===== src/rtl/mcp3008_responder.sv =====
// rtl/mcp3008_responder.sv - MCP3008-style SPI ADC responder (device side of the link)
//
// Oversamples spi_clk/cs_n/din on clk, decodes start + config bits, requests a
// DATA_W-bit sample from the local source and shifts it out MSB first with the
// MCP3008 null bit in front.
//
// Optional build macro: MCP3008_LSB_FIRST_EN
//   defined     : after B0, B1..B9 are repeated LSB first, then zeros
//   not defined : zeros after B0
//
// Ports:
//   clk, rst_n  - system clock (>= 8x spi_clk), async active-low reset
//   spi_clk     - SPI clock from master
//   cs_n        - active-low chip select from master
//   din         - master-to-device serial data (sampled on spi_clk rise)
//   dout        - device-to-master serial data (changes on spi_clk fall)
//   dout_oe     - pad drive enable, high while synchronized cs_n is low
//   ch_sel      - channel decoded from D2..D0
//   sgl_diff    - 1 single-ended, 0 differential
//   ch_data     - sample value, captured while sample_req is high
//   sample_req  - one-clk request/capture strobe
//   busy        - start bit seen, frame not yet ended/aborted
//   conv_done   - one-clk pulse after B0 has been driven

module mcp3008_responder #(
  parameter int SYNC_STAGES = 2,
  parameter int DATA_W      = 10
) (
  input  logic              clk,
  input  logic              rst_n,
  input  logic              spi_clk,
  input  logic              cs_n,
  input  logic              din,
  output logic              dout,
  output logic              dout_oe,
  output logic [2:0]        ch_sel,
  output logic              sgl_diff,
  input  logic [DATA_W-1:0] ch_data,
  output logic              sample_req,
  output logic              busy,
  output logic              conv_done
);

`ifdef MCP3008_LSB_FIRST_EN
  typedef enum logic [2:0] {
    S_IDLE       = 3'd0,
    S_WAIT_START = 3'd1,
    S_CFG        = 3'd2,
    S_SAMPLE     = 3'd3,
    S_MSB        = 3'd4,
    S_LSB        = 3'd5,
    S_ZERO       = 3'd6
  } state_e;
`else
  typedef enum logic [2:0] {
    S_IDLE       = 3'd0,
    S_WAIT_START = 3'd1,
    S_CFG        = 3'd2,
    S_SAMPLE     = 3'd3,
    S_MSB        = 3'd4,
    S_ZERO       = 3'd6
  } state_e;
`endif

  // ---------------------------------------------------------------------------
  // Input synchronizers and registered edge detect
  // ---------------------------------------------------------------------------
  logic [SYNC_STAGES-1:0] sclk_sync_q;
  logic [SYNC_STAGES-1:0] cs_sync_q;
  logic [SYNC_STAGES-1:0] din_sync_q;
  logic                   sclk_prev_q;
  logic                   rise_q;
  logic                   fall_q;
  logic                   din_q;

  logic sclk_s;
  logic cs_s;
  logic din_s;

  assign sclk_s = sclk_sync_q[SYNC_STAGES-1];
  assign cs_s   = cs_sync_q[SYNC_STAGES-1];
  assign din_s  = din_sync_q[SYNC_STAGES-1];

  always_ff @(posedge clk or negedge rst_n) begin
    if (!rst_n) begin
      sclk_sync_q <= '0;
      cs_sync_q   <= '1;  // deselected out of reset
      din_sync_q  <= '0;
      sclk_prev_q <= 1'b0;
      rise_q      <= 1'b0;
      fall_q      <= 1'b0;
      din_q       <= 1'b0;
    end else begin
      sclk_sync_q <= {sclk_sync_q[SYNC_STAGES-2:0], spi_clk};
      cs_sync_q   <= {cs_sync_q[SYNC_STAGES-2:0], cs_n};
      din_sync_q  <= {din_sync_q[SYNC_STAGES-2:0], din};
      sclk_prev_q <= sclk_s;
      rise_q      <= sclk_s & ~sclk_prev_q;
      fall_q      <= ~sclk_s & sclk_prev_q;
      // din delayed alongside rise_q so the bit used is the one present at the rise
      din_q       <= din_s;
    end
  end

  // ---------------------------------------------------------------------------
  // Frame FSM
  // ---------------------------------------------------------------------------
  state_e            state_q, state_d;
  logic [3:0]        cnt_q, cnt_d;
  logic [2:0]        cfg_q, cfg_d;
  logic [DATA_W-1:0] shreg_q, shreg_d;
  logic              dout_q, dout_d;
  logic              busy_q, busy_d;
  logic [2:0]        ch_sel_q, ch_sel_d;
  logic              sgl_diff_q, sgl_diff_d;
  logic              sample_req_q, sample_req_d;
  logic              conv_done_q, conv_done_d;

  always_ff @(posedge clk or negedge rst_n) begin
    if (!rst_n) begin
      state_q      <= S_IDLE;
      cnt_q        <= '0;
      cfg_q        <= '0;
      shreg_q      <= '0;
      dout_q       <= 1'b0;
      busy_q       <= 1'b0;
      ch_sel_q     <= '0;
      sgl_diff_q   <= 1'b0;
      sample_req_q <= 1'b0;
      conv_done_q  <= 1'b0;
    end else begin
      state_q      <= state_d;
      cnt_q        <= cnt_d;
      cfg_q        <= cfg_d;
      shreg_q      <= shreg_d;
      dout_q       <= dout_d;
      busy_q       <= busy_d;
      ch_sel_q     <= ch_sel_d;
      sgl_diff_q   <= sgl_diff_d;
      sample_req_q <= sample_req_d;
      conv_done_q  <= conv_done_d;
    end
  end

  always_comb begin
    state_d      = state_q;
    cnt_d        = cnt_q;
    cfg_d        = cfg_q;
    shreg_d      = shreg_q;
    dout_d       = dout_q;
    busy_d       = busy_q;
    ch_sel_d     = ch_sel_q;
    sgl_diff_d   = sgl_diff_q;
    sample_req_d = 1'b0;
    conv_done_d  = 1'b0;

    if (cs_s) begin
      // Deselect wins over any edge seen on the same clk; the sample is dropped.
      state_d = S_IDLE;
      cnt_d   = '0;
      shreg_d = '0;
      dout_d  = 1'b0;
      busy_d  = 1'b0;
    end else begin
      unique case (state_q)
        S_IDLE: begin
          dout_d  = 1'b0;
          state_d = S_WAIT_START;
        end

        S_WAIT_START: begin
          dout_d = 1'b0;
          // Leading zeros before the start bit are simply skipped.
          if (rise_q && din_q) begin
            state_d = S_CFG;
            busy_d  = 1'b1;
            cnt_d   = '0;
          end
        end

        S_CFG: begin
          if (rise_q) begin
            if (cnt_q == 4'd3) begin
              sgl_diff_d = cfg_q[2];
              ch_sel_d   = {cfg_q[1:0], din_q};
              cnt_d      = '0;
              state_d    = S_SAMPLE;
            end else begin
              cfg_d = {cfg_q[1:0], din_q};
              cnt_d = cnt_q + 4'd1;
            end
          end
        end

        S_SAMPLE: begin
          if (fall_q) begin
            sample_req_d = 1'b1;
            dout_d       = 1'b0;  // null bit
            cnt_d        = '0;
            state_d      = S_MSB;
          end
        end

        S_MSB: begin
          // Capture lands on the clk sample_req is high; the next fall is
          // at least several clks later, so the two never coincide.
          if (sample_req_q) begin
            shreg_d = ch_data;
          end else if (fall_q) begin
            dout_d  = shreg_q[DATA_W-1];
            // Rotate rather than shift so the word is intact again after B0
            // and can be replayed LSB first.
            shreg_d = {shreg_q[DATA_W-2:0], shreg_q[DATA_W-1]};
            if (cnt_q == 4'(DATA_W-1)) begin
              conv_done_d = 1'b1;
              cnt_d       = '0;
`ifdef MCP3008_LSB_FIRST_EN
              state_d     = S_LSB;
`else
              state_d     = S_ZERO;
`endif
            end else begin
              cnt_d = cnt_q + 4'd1;
            end
          end
        end

`ifdef MCP3008_LSB_FIRST_EN
        S_LSB: begin
          if (fall_q) begin
            // B0 is not repeated: start from bit 1 and rotate right.
            dout_d  = shreg_q[1];
            shreg_d = {shreg_q[0], shreg_q[DATA_W-1:1]};
            if (cnt_q == 4'(DATA_W-2)) begin
              cnt_d   = '0;
              state_d = S_ZERO;
            end else begin
              cnt_d = cnt_q + 4'd1;
            end
          end
        end
`endif

        S_ZERO: begin
          if (fall_q) begin
            dout_d = 1'b0;
          end
        end

        default: begin
          state_d = S_IDLE;
          dout_d  = 1'b0;
          busy_d  = 1'b0;
        end
      endcase
    end
  end

  assign dout       = dout_q;
  assign dout_oe    = ~cs_s;
  assign ch_sel     = ch_sel_q;
  assign sgl_diff   = sgl_diff_q;
  assign sample_req = sample_req_q;
  assign busy       = busy_q;
  assign conv_done  = conv_done_q;

endmodule


===== config.mk =====
export PLATFORM = sky130hd
export DESIGN_NAME = mcp3008_responder
export DESIGN_NICKNAME = d
export VERILOG_FILES = /design/src/rtl/mcp3008_responder.sv
export SDC_FILE = /design/constraint.sdc
export NUM_CORES = 1
export LEC_CHECK = 0
export CAP_MARGIN = 20
export CORE_MARGIN = 2
export CORE_UTILIZATION = 25
export DETAILED_ROUTE_END_ITERATION = 10
export PLACE_DENSITY = 0.48
export SETUP_SLACK_MARGIN = 0.3
export SKIP_CTS_REPAIR_TIMING = 1
export SLEW_MARGIN = 20
export SYNTH_ARGS = -nofsm -noshare
export SYNTH_HDL_FRONTEND = slang
export SYNTH_SLANG_ARGS = --single-unit

===== constraint.sdc =====
create_clock -name clk -period 1.8 [get_ports clk]
set_clock_uncertainty 0.2 [all_clocks]
set_input_delay 0.36 -clock clk [delete_from_list [all_inputs] [get_ports clk]]
set_output_delay 0.36 -clock clk [all_outputs]
set_load 0.01 [all_outputs]

==> After elaboration in Yosys (flattened, before gate mapping) <==
Index checks and enable logic that the tools add are counted.
{ "totals": {"input_bits": 15, "ff_bits": 38, "out_inout_bits": 9} }
{ "classes": {"mux": 38, "n_bitwise": 6, "n_eq_ne": 18, "reduce_logical": 14, "addsub": 1} }
{ "op_table": {"columns": ["cell", "n"], "rows": [
  ["$mux 10", 4],
  ["$mux 4", 8],
  ["$mux 3", 8],
  ["$ne 3x3->1 const B", 7],
  ["$pmux 3 s6", 1],
  ["$pmux 4 s4", 1],
  ["$mux 1", 14],
  ["$reduce_and 4->1", 3],
  ["$reduce_and 8->1", 1],
  ["$eq 3x2->1 const B", 2],
  ["$eq 3x3->1 const B", 2],
  ["$reduce_and 6->1", 1],
  ["$reduce_bool 5->1", 1],
  ["$reduce_or 5->1", 1],
  ["$add 4x1->4 const B", 1],
  ["$eq 4x2->1 const B", 1],
  ["$eq 4x4->1 const B", 1],
  ["$ne 2x2->1 const B", 2],
  ["$not 1->1", 4],
  ["$reduce_and 2->1", 2],
  ["$eq 3x1->1 const B", 1],
  ["$logic_not 3->1", 1],
  ["$ne 3x1->1 const B", 1],
  ["$pmux 1 s3", 1],
  ["7 further kinds", 8]
]} }

==> Logic depth before layout (Yosys ltp) <==
Gate-level depths: netlist (run 1).
{ "logic_depth": {"depth_word": 6, "mapped_depth": 7, "depth_no_buf": 7} }

==> Worst setup path after synthesis (run 1) <==
No wires, ideal clock.
{ "synth_timing": {"path_kind": "register -> register", "start": "reg cnt_q[0]", "end": "reg state_q[1]", "t_arrival_ns": 1.630, "n_path_buf": 0, "synth_period_minus_slack_ns": 1.896, "setup_slack_ns": -0.096, "required_time_ns": 1.534, "path_stages_with_launch": 7, "path_cell_list": "dfrtp_1 ha_1 or3b_4 o21ai_1 o311ai_2 o31ai_1 a22o_1"} }
{ "synth_via": {"elab_chain_cells": 3, "elab_cells_between_ends": 5, "classes_between": "4 x eq/ne; 1 x reduce/logical"} }
{ "synth_lines": {"columns": ["item", "line_no", "text"], "rows": [
  ["from (decl)", "109", "logic [3:0] cnt_q, cnt_d;"],
  ["from (signal assigned)", "133", "cnt_q <= cnt_d;"],
  ["$eq 4x4->1 or $eq 4x2->1 (tied branches)", "214, 183", null],
  ["$ne 3x3->1 (no source line)", null, null],
  ["$reduce_and 8->1 (no source line) (*)", null, null],
  ["to (signal assigned)", "132", "state_q <= state_d;"],
  ["to (decl)", "108", "state_e state_q, state_d;"]
]} }
Every way passes the cells marked *; elsewhere a longest branch is shown, timed or not.
A chain may end at the register's enable or synchronous reset.

==> Final worst setup path (run 1) <==
{ "layout_timing": {"start": "reg cnt_q[1]", "end": "reg cnt_q[2]"} }
{ "layout_via": {"elab_chain_cells": 6, "elab_cells_between_ends": 10, "classes_between": "1 x add/sub; 2 x eq/ne; 7 x mux"} }
{ "layout_lines": {"columns": ["item", "line_no", "text"], "rows": [
  ["$add 4x1->4 or $eq 4x4->1 (tied branches)", "190, 223, 214", null],
  ["$mux 4", "214", "if (cnt_q == 4'(DATA_W-1)) begin"],
  ["$mux 4", "209", "end else if (fall_q) begin"],
  ["$mux 4", "207", "if (sample_req_q) begin"],
  ["$pmux 4 s4 (*)", "165", "unique case (state_q)"],
  ["$mux 4 (*)", "157", "if (cs_s) begin"]
]} }
Every way passes the cells marked *; elsewhere a longest branch is shown, timed or not. The select of a mux whose other input is x is not followed.

==> summary.md, run 1 <==
| Metric | Value |
|---|---|
| Combinational share of power | `32.1%` |
| Drt wl/cell | `13.2 µm` |
| Internal power | `0.00201 W` |
| Yosys top cell area share | `between 50 and 60%` |
| Fmax | `519 MHz` |
| Synthesis Warnings | `0` |
| Die width | `between 80 and 90 µm` |
| Layout Nets | `248` |
| Share of layout cells above drive strength 1 | `50.9%` |
| Via count | `1,460` |
| LEAKAGE | `about 1.5 nW` |
| Via density | `roughly 4.5` |
| Die H | `88.6 µm` |
| Post-synth top cells | `36 x dfrtp_1, 22 x nand2_1, 12 x o31ai_1` |
| Initial antenna violation count | `0` |
| Worst-margin pin slew | `375 ps` |
| Mean Syn Cell Area | `11.5 µm²` |
| Final WS setup | `-128 ps` |
| FFs w/ async S/R, synth | `100%` |
| Core Area | `6870 µm²` |
| Cells after Synth | `156` |
| Power density over the cells | `922 nW/µm²` |
| Clk slew on worst S/H paths | `80 ps` |
| First-pass GRT wire length | `6.33 mm` |
| Yosys cell types | `45` |
| Status | `complete, but fails checks` |
| Max Cap Viol | `0` |
| GP Congestion | `0.771` |
| RSZ-0062 raised after global routing | `yes` |
| Count of pins over their slew limit | `0` |
| ANT cells | `0` |
| CP Capture Type | `register` |
| Area delta synth->final | `71.2%` |
| Number of synthesized flops with an enable pin | `0` |
| Final core utilization | `approximately 45%` |
| Top_reg_cell synth | `dfrtp_1` |
| Largest net degree at the start of global routing | `21` |
| Period utilisation layout | `107%` |
| Placement Rows | `30` |
| Critical path type | `register to register` |
| Cell with the most instances after synthesis | `dfrtp_1` |
| TritonCTS clock tree | `done` |
| Failing checks | `negative setup slack` |
| CTS Sinks | `38` |
| Syn Nets | `173` |
| # DRC | `0` |
| Seq/Total Area, Yosys | `53.2%` |
| Detailed Route Iter0 Violations | `43` |
| HPWL Detailed | `around 2.7 mm` |
| Synth area leader | `dfrtp_1` |
| Worst setup SP type | `register` |
| # IOs | `24` |
| Number of global-route vias before repair | `between 1,000 and 1,500` |
| H-tree levels | `2` |
| CTS buffer count | `5` |
| Post-placement worst setup slack | `-140 ps` |
| Final WL | `4.33 mm` |
| Switching Fraction | `approximately 29%` |
| Worst VDD drop | `0.341 mV` |
| Post-Syn Area | `1790 µm²` |
| Setup Viol. Count Final | `13` |
| Post-synthesis register bit count | `38` |
| WP data required | `1780 ps` |
| IO Port Bufs | `23` |
| Minimum clock period | `1930 ps` |
| R2r setup slk | `-130 ps` |
| Clock Latency Late Sink | `300 ps` |
| Switching power total | `0.000821 W` |
| ANT nets after route | `0` |
| Critical-path maximum fanout | `6` |
| Final hold viol count | `0` |
| Clock share of power | `32.1%` |
| Worst min path class | `register to register` |
| Global Route Usage Sum | `about a tenth` |
| Die area | `a little under 8000 µm²` |
| Synth area leaders | `dfrtp_1 50%, mux2i_1 6.1%, o31ai_1 5.0%` |
| Initial Util | `about a quarter` |
| Clk buf depth | `2` |
| Congestion Overflow GR | `0` |
| Root buffer cell | `clkbuf_8` |
| Drt pass-1 iters | `4` |
| Critical Path AT | `1900 ps` |
| Slew Limit Headroom | `74.9%` |
| Sequential power share | `between 30% and 40%` |
## metrics by stage
step | instance area (µm²) | hold slack (ps) | instances | setup TNS [ps] | total power, W
CTS | 2490 | -263 | 307 | -1330 | 0.00261
global route | 3070 | 157 | 328 | -1630 | 0.00297
floorplan | 1800 | -136 | 156 | -175 | 0.00139
detailed placement | 2350 | 62.4 | 299 | -706 | 0.00169
finish | 3070 | 151 | 328 | -838 | 0.00283
global placement | 2350 | 60.2 | 299 | -553 | 0.00169
## cell families (layout without fill, tap and decap cells)
group                      Yosys count  count (layout)  synth area share, %
AOI/OAI and AO/OA                   33              33                 15.0
DFF                                 38              38                 53.2
xor gates and xnor gates             2               2                0.979
muxes                               18              18                 10.6
and+or+nand+nor                     49              49                 15.4
adders and majority gates            2               2                 1.40
buffers and inverters               14              90                 3.49
## area by class of cell
class                   count  area, µm²
fillers                   631       3800
inverters                   6       22.5
clock buffers               6       82.6
clock inverters             2       60.1
well taps                  96        120
multi-input cells         104       1090
flip-flops and latches     38        957
repair buffers             76        729
## placed cells by master (no fill, tap or decap), types with 2 or more instances in the layout
cell	synthesis	final
clkdlybuf4s50_1	0	13
bufinv_16	0	2
dfrtp_2	0	3
clkbuf_8	0	6
inv_1	6	5
a22o_1	2	2
nor4b_4	1	2
dfrtp_1	36	33
buf_12	0	2
o31ai_4	0	11
dfstp_2	2	2
nand2_2	0	6
dlymetal6s2s_1	0	7
nor2_2	0	2
nor2b_1	4	4
mux2_2	6	6
buf_4	0	39
nor3_1	3	2
nand2_4	0	7
nor2_1	6	4
o21ai_1	2	3
nand2_1	22	9
mux2i_1	11	11
buf_6	1	11
## flip-flops by register name, summed over array words and instances, names as in the netlist, 2 cells and up
signal       cells
cnt_q            4
sclk_sync_q      2
ch_sel           3
shreg_q         10
cs_sync_q        2
din_sync_q       2
state_q          3
cfg_q            3
## power groups by stage
stage,Combinational (W),Clock [W],Sequential (W)
after floorplan,0.000390,0,0.00100
after global placement,0.000664,0,0.00103
after detailed placement,0.000665,0,0.00103
after CTS,0.000668,0.000935,0.00101
after global routing,0.000984,0.000965,0.00102
final,0.000908,0.000908,0.00101
## critical path, stage by stage, from the launching register on
cell	delay (ps)
dfrtp_1	370
ha_2	190
or3b_4	420
a32oi_4	270
nor2_1	90
o21ai_1	180
o41ai_2	100
## routing by layer
layer / vias up / global-route usage (%) / routed length (µm)
met5: - / 0 / 0
met4: 0 / 5.51 / 83
met3: 9 / 2.05 / 113
met2: 19 / 15.9 / 2000
met1: 714 / 14.1 / 2140
li1: 718 / - / -
## final timing paths
path	from	endpoint	depth (start not counted)
min in group asynchronous	rst_n	shreg_q[6]	2
worst max-delay path	cnt_q[1]	cnt_q[2]	6
max in group asynchronous	rst_n	cs_sync_q[1]	3
worst min-delay path	din_sync_q[0]	din_sync_q[1]	0
worst max register to register	cnt_q[1]	cnt_q[2]	6
worst min register to register	din_sync_q[0]	din_sync_q[1]	0
Power figures use the tool's default switching activity.
==> run 2: changes to the inputs <==
--- a/config.mk
+++ b/config.mk
@@ -9,7 +9,7 @@
 export CORE_MARGIN = 2
 export CORE_UTILIZATION = 25
 export DETAILED_ROUTE_END_ITERATION = 10
-export PLACE_DENSITY = 0.48
+export PLACE_DENSITY_LB_ADDON = 0.1
 export SETUP_SLACK_MARGIN = 0.3
 export SKIP_CTS_REPAIR_TIMING = 1
 export SLEW_MARGIN = 20
==> constraint.sdc (replaced) <==
create_clock -name clk -period 1.95 [get_ports clk]
set_clock_uncertainty 0.2 [all_clocks]
set_input_delay 0.39 -clock clk [delete_from_list [all_inputs] [get_ports clk]]
set_output_delay 0.39 -clock clk [all_outputs]
set_load 0.01 [all_outputs]
==> run 2 against run 1 <==
Net effect:
- the flow still finishes with violations (negative setup slack)
- worst setup slack gained 60 ps
- clock power fell by 39%
- largest cell class unchanged
- critical path depth unchanged
- core utilization down 3.9 points
- critical endpoint is now state_q[1]
==> summary.md, run 2 (synthesis results as in run 1) <==
| Metric | Value |
|---|---|
| LEAKAGE | `1.31 nW (-10%)` |
| Worst min path class | `register to register` |
| Global Route Usage Sum | `10.3% (-0.22 points)` |
| Crit path from | `cnt_q[1]` |
| Most common cell after layout, fill and taps aside | `dfrtp_1` |
| Critical path type | `register to register` |
| Reg with most FFs | `shreg_q` |
| Post-placement worst setup slack | `-18.7 ps (+121 ps)` |
| Layout Cells excl Fill | `305 (-7.0%)` |
| Number of global-route vias before repair | `1,279 (-5.4%)` |
| Via density | `4.55 (+2.3%)` |
| Slew Limit Headroom | `66.8% (-8.1 points)` |
| Final WL | `4.40 mm (+1.6%)` |
| Most frequent cells in the layout | `33 x dfrtp_1, 17 x buf_4, 13 x clkdlybuf4s50_1` |
| Worst reg-to-reg path cell count | `6 (unchanged)` |
| Clk slew on worst S/H paths | `70 ps (about the same)` |
| Clock share of power | `23.9% (-8.2 points)` |
| Detailed Route Iter0 Violations | `52 (+21%)` |
| Final instance area | `2800 µm² (-8.7%)` |
| Fmax | `496 MHz (-4.5%)` |
| R2r setup slk | `-70 ps (+60 ps)` |
| Initial antenna violation count | `0 (unchanged)` |
| H-tree levels | `2 (unchanged)` |
| Worst-margin pin slew | `498 ps (+124 ps)` |
| RSZ-0062 raised after global routing | `yes` |
| FF-to-FF End | `state_q[1]` |
| Period utilisation layout | `103% (-3.6 points)` |
| Congestion Overflow GR | `0 (unchanged)` |
| Die area | `7850 µm² (unchanged)` |
| Clock Latency Late Sink | `290 ps (about the same)` |
| Max reg flops | `10 (unchanged)` |
| CP max-delay cell | `or3b_4` |
| Critical Path AT | `2030 ps (+130 ps)` |
| Setup Viol. Count Final | `2 (-11)` |
| CTS buffer count | `5 (unchanged)` |
| Final hold viol count | `0 (unchanged)` |
| Combinational share of power | `35.4% (+3.3 points)` |
| Largest regs | `shreg_q: 10 flops, cnt_q: 4 flops` |
| Core Area | `6870 µm² (unchanged)` |
| Count of pins over their slew limit | `0 (unchanged)` |
| # DRC | `0 (unchanged)` |
| Via count | `1,389 (-4.9%)` |
| Die width | `88.6 µm (unchanged)` |
| Layout Nets | `225 (-9.3%)` |
| Switching Fraction | `32.7% (+3.6 points)` |
| Failing checks | `negative setup slack` |
| Clk buf depth | `2 (unchanged)` |
| WP data required | `1960 ps (+180 ps)` |
| Area delta synth->final | `56.3%` |
| Drt wl/cell | `14.4 µm (+9.3%)` |
| Sequential power share | `40.7% (+4.9 points)` |
| # IOs | `24 (unchanged)` |
| CTS Sinks | `38 (unchanged)` |
| Placement Rows | `30 (unchanged)` |
| Area after DPL | `2210 µm² (-6.0%)` |
| Switching power total | `0.000754 W (-8.2%)` |
| Drt pass-1 iters | `4 (unchanged)` |
| Share of layout cells above drive strength 1 | `45.5% (-5.4 points)` |
| Worst VDD drop | `0.639 mV (+87%)` |
| Max Cap Viol | `0 (unchanged)` |
| Crit path largest cell delay | `420 ps (about the same)` |
| Setup crit end | `state_q[1]` |
| TritonCTS clock tree | `done` |
| Status | `complete, but fails checks` |
| Final WS setup | `-67.5 ps (+60.1 ps)` |
| CP Capture Type | `register` |
| Dpl cells | `282 (-5.7%)` |
| First-pass GRT wire length | `6.17 mm (-2.5%)` |
| Die H | `88.6 µm (unchanged)` |
| HPWL Detailed | `2.61 mm (-4.2%)` |
| ANT cells | `0 (unchanged)` |
| Internal power | `0.00155 W (-23%)` |
| Largest net degree at the start of global routing | `39 (+86%)` |
| ANT nets after route | `0 (unchanged)` |
| Critical-path maximum fanout | `4 (-2)` |
| CP Cell Sequence | `ha_2 -> or3b_4 -> o21ai_4 -> o311ai_4 -> o31ai_2 -> a22o_1` |
| Root buffer cell | `clkbuf_8` |
| Worst setup SP type | `register` |
| Initial Util | `26.1% (unchanged)` |
| GP Congestion | `0.809 (+5.0%)` |
| Power density over the cells | `825 nW/µm² (-11%)` |
| Minimum clock period | `2020 ps (+89.9 ps)` |
| IO Port Bufs | `23 (unchanged)` |
| Final hold slack | `150 ps (-0.997 ps)` |
| Critical R2R Launch | `cnt_q[1]` |
## run 2: cell count changes in the layout (fill, tap and decap cells not counted), sizes merged
cell          previous run  this run
buf                     54        31
bufinv                   2         0
clkinv                   0         1
dlymetal6s2s             7         8
## run 2: worst min-delay path by stage
stage	startpoint	endpoint	depth (start not counted)
2_1_floorplan	rst_n	busy	0
3_3_place_gp	din_sync_q[1]	din_q	0
3_5_place_dp	sclk_sync_q[0]	sclk_sync_q[1]	0
4_1_cts	rst_n	dout	2
5_1_grt	sclk_sync_q[0]	sclk_sync_q[1]	0
6_report	sclk_sync_q[0]	sclk_sync_q[1]	0
## run 2: area by class of cell
| class | count | area, µm² |
|---|---|---|
| sequential | 38 | 957 |
| fill | 665 | 4070 |
| timing repair buffer | 53 | 532 |
| clock inverter | 1 | 5.00 |
| clock buffer | 7 | 86.3 |
| inverter | 6 | 25.0 |
| tap | 96 | 120 |
| multi-input combinational | 104 | 1070 |
## run 2: routing by layer
layer	GRT usage (%)	part of all wire [%]	vias up
met3	3.26	3.6	4
li1	-	-	662
met5	0	0	-
met1	13.3	44	699
met4	4.13	1.1	0
met2	15.9	51	24
## run 2: metrics by stage
stage / power [W] / util (%) / TNS, ps
after floorplan: 0.00128 / - / 0
after global placement: 0.00147 / 32.1 / 0
final: 0.00231 / 40.7 / -72.7
after CTS: 0.00206 / 33.5 / -207
after detailed placement: 0.00148 / 32.1 / -19.5
after global routing: 0.00245 / 40.7 / -488
## run 2: critical path, delay by kind of cell (launching register included)
family	cells	cell delay (ps)
adders and majority gates	1	200
and+or+nand+nor	1	420
AOI/OAI and AO/OA	4	750
DFF	1	400
## run 2: power groups by stage
stage | registers [W] | logic [W] | clock network [W]
2_1_floorplan | 0.000923 | 0.000353 | 0
3_3_place_gp | 0.000944 | 0.000524 | 0
3_5_place_dp | 0.000946 | 0.000536 | 0
4_1_cts | 0.000932 | 0.000539 | 0.000590
5_1_grt | 0.000949 | 0.000873 | 0.000631
6_report | 0.000940 | 0.000817 | 0.000552
==> run 3: changes to the inputs <==
--- a/config.mk
+++ b/config.mk
@@ -12,6 +12,7 @@
 export PLACE_DENSITY_LB_ADDON = 0.1
 export SETUP_SLACK_MARGIN = 0.3
 export SKIP_CTS_REPAIR_TIMING = 1
+export SKIP_LAST_GASP = 1
 export SLEW_MARGIN = 20
 export SYNTH_ARGS = -nofsm -noshare
 export SYNTH_HDL_FRONTEND = slang
==> run 3 against run 2 <==
Net effect:
- the run still ends with negative setup slack left
- first-iteration DRC count rose by 40%
- sequential share of layout area rose by 0.88 points
- clock-buffer cell count did not move
- non-clock buffer count did not move
- global-route usage did not move
- die area did not move
- clock power barely moved
- critical path type unchanged
- largest cell class unchanged
==> summary.md, run 3 (synthesis results as in run 1) <==
| Metric | Value |
|---|---|
| Area delta synth->final | `52.4%` |
| Dpl cells | `282 (unchanged)` |
| CP Cell Sequence | `ha_2 -> or3b_4 -> o21ai_4 -> o311ai_4 -> o31ai_2 -> a22o_1` |
| Die area | `7850 µm² (unchanged)` |
| Drt pass-1 iters | `4 (unchanged)` |
| Critical-path maximum fanout | `4 (unchanged)` |
| Max Cap Viol | `0 (unchanged)` |
| Largest net degree at the start of global routing | `39 (unchanged)` |
| Count of pins over their slew limit | `0 (unchanged)` |
| # DRC | `0 (unchanged)` |
| Initial antenna violation count | `0 (unchanged)` |
| Final WL | `4.30 mm (-2.4%)` |
| Drt wl/cell | `14.1 µm (-2.4%)` |
| Power density over the cells | `839 nW/µm² (+1.7%)` |
| HPWL Detailed | `2.61 mm (unchanged)` |
| LEAKAGE | `1.28 nW (-2.1%)` |
| Slew Limit Headroom | `66.9% (+0.093 points)` |
| Layout Nets | `225 (unchanged)` |
| Crit path largest cell delay | `420 ps (about the same)` |
| CP top delay family | `compound AO/OA/AOI/OAI gates` |
| Minimum clock period | `2020 ps (+1.68 ps)` |
| Worst-margin pin slew | `497 ps (-1.39 ps)` |
| Critical Path AT | `2030 ps (about the same)` |
| IO Port Bufs | `23 (unchanged)` |
| Final core utilization | `39.7% (-1.0 points)` |
| Worst min path class | `register to register` |
| Gr busiest metal | `met2` |
| Critical path type | `register to register` |
| H-tree levels | `2 (unchanged)` |
| Status | `complete, but fails checks` |
| CP max-delay cell | `or3b_4` |
| CP Capture Type | `register` |
| Clk slew on worst S/H paths | `70 ps (about the same)` |
| Die width | `88.6 µm (unchanged)` |
| Via count | `1,376 (-0.94%)` |
| Via density | `4.51 (-0.94%)` |
| Met1 usage | `13.3% (unchanged)` |
| Clk buf depth | `2 (unchanged)` |
| ANT cells | `0 (unchanged)` |
| Fmax | `495 MHz (about the same)` |
| Layout Cells excl Fill | `305 (unchanged)` |
| Final WS setup | `-69.2 ps (-1.68 ps)` |
| Worst VDD drop | `0.629 mV (-1.5%)` |
| Most frequent cells in the layout | `33 x dfrtp_1, 18 x buf_4, 17 x nand2_1` |
| ANT nets after route | `0 (unchanged)` |
| TritonCTS clock tree | `done` |
| Largest regs | `shreg_q: 10 flops, cnt_q: 4 flops` |
| Reg with most FFs | `shreg_q` |
| Global Route Usage Sum | `10.3% (unchanged)` |
| Die H | `88.6 µm (unchanged)` |
| Share of layout cells above drive strength 1 | `41.1% (-4.3 points)` |
| Worst setup SP type | `register` |
| Total power | `0.00229 W (-0.87%)` |
| R2r setup slk | `-70 ps (about the same)` |
| Failing checks | `negative setup slack` |
| Final hold viol count | `0 (unchanged)` |
| RSZ-0062 raised after global routing | `yes` |
| Initial Util | `26.1% (unchanged)` |
| Most common cell after layout, fill and taps aside | `dfrtp_1` |
| # IOs | `24 (unchanged)` |
| Core Area | `6870 µm² (unchanged)` |
| CTS Sinks | `38 (unchanged)` |
| CTS buffer count | `5 (unchanged)` |
| Number of global-route vias before repair | `1,279 (unchanged)` |
| WP data required | `1960 ps (about the same)` |
| Bufs and invs on worst path | `0 (unchanged)` |
| First-pass GRT wire length | `6.17 mm (unchanged)` |
| Placement Rows | `30 (unchanged)` |
| Congestion Overflow GR | `0 (unchanged)` |
| Period utilisation layout | `104% (about the same)` |
| Setup Viol. Count Final | `2 (unchanged)` |
| Met2 Usage GRT | `15.9% (unchanged)` |
| Grt met3 use | `3.26% (unchanged)` |
| Max reg flops | `10 (unchanged)` |
| Detailed Route Iter0 Violations | `73 (+40%)` |
| Root buffer cell | `clkbuf_8` |
| GP Congestion | `0.809 (unchanged)` |
| Clock Latency Late Sink | `290 ps (about the same)` |
-- run 3: final timing paths --
| check | startpoint | end | cells after the start |
|---|---|---|---|
| min in group asynchronous | rst_n | din_sync_q[1] | 3 |
| max | cnt_q[1] | state_q[1] | 6 |
| min | sclk_sync_q[0] | sclk_sync_q[1] | 0 |
| min reg2reg | sclk_sync_q[0] | sclk_sync_q[1] | 0 |
| max in group asynchronous | rst_n | cs_sync_q[0] | 3 |
| max reg2reg | cnt_q[1] | state_q[1] | 6 |
-- run 3: metrics by stage --
step	worst slack, ps	hold WS, ps	cell area (µm²)	TNS (ps)
floorplan	88.7	-106	1790	0
global placement	6.77	133	2210	0
detailed placement	-18.7	136	2210	-19.5
CTS	-141	-37.6	2300	-207
global route	-121	162	2730	-508
finish	-69.2	150	2730	-75.1
-- run 3: per-layer routing --
| metal | vias to the layer above | part of all wire (%) | wire, µm |
|---|---|---|---|
| met5 | - | 0 | 0 |
| met4 | 0 | 1.7 | 72 |
| met3 | 6 | 3.8 | 162 |
| met2 | 22 | 51 | 2180 |
| met1 | 689 | 44 | 1880 |
| li1 | 659 | - | - |
-- run 3: final cells by class --
class	instances	area (µm²)
Multi-Input combinational cell	104	1010
Clock inverter	1	5.00
Sequential cell	38	957
Tap cell	96	120
Inverter	6	22.5
Timing Repair Buffer	53	526
Clock buffer	7	86.3
Fill cell	666	4140
-- run 3: worst reg2reg max path, stage by stage, from the launching register on --
cell      delay (ps)
dfrtp_1          400
ha_2             200
or3b_4           420
o21ai_4          160
o311ai_4         150
o31ai_2          260
a22o_1           180
-- run 3: power breakdown --
part           switching, W  internal, W
logic              0.000394     0.000405
clock network      0.000267     0.000285
registers         0.0000794     0.000858
total              0.000740      0.00155
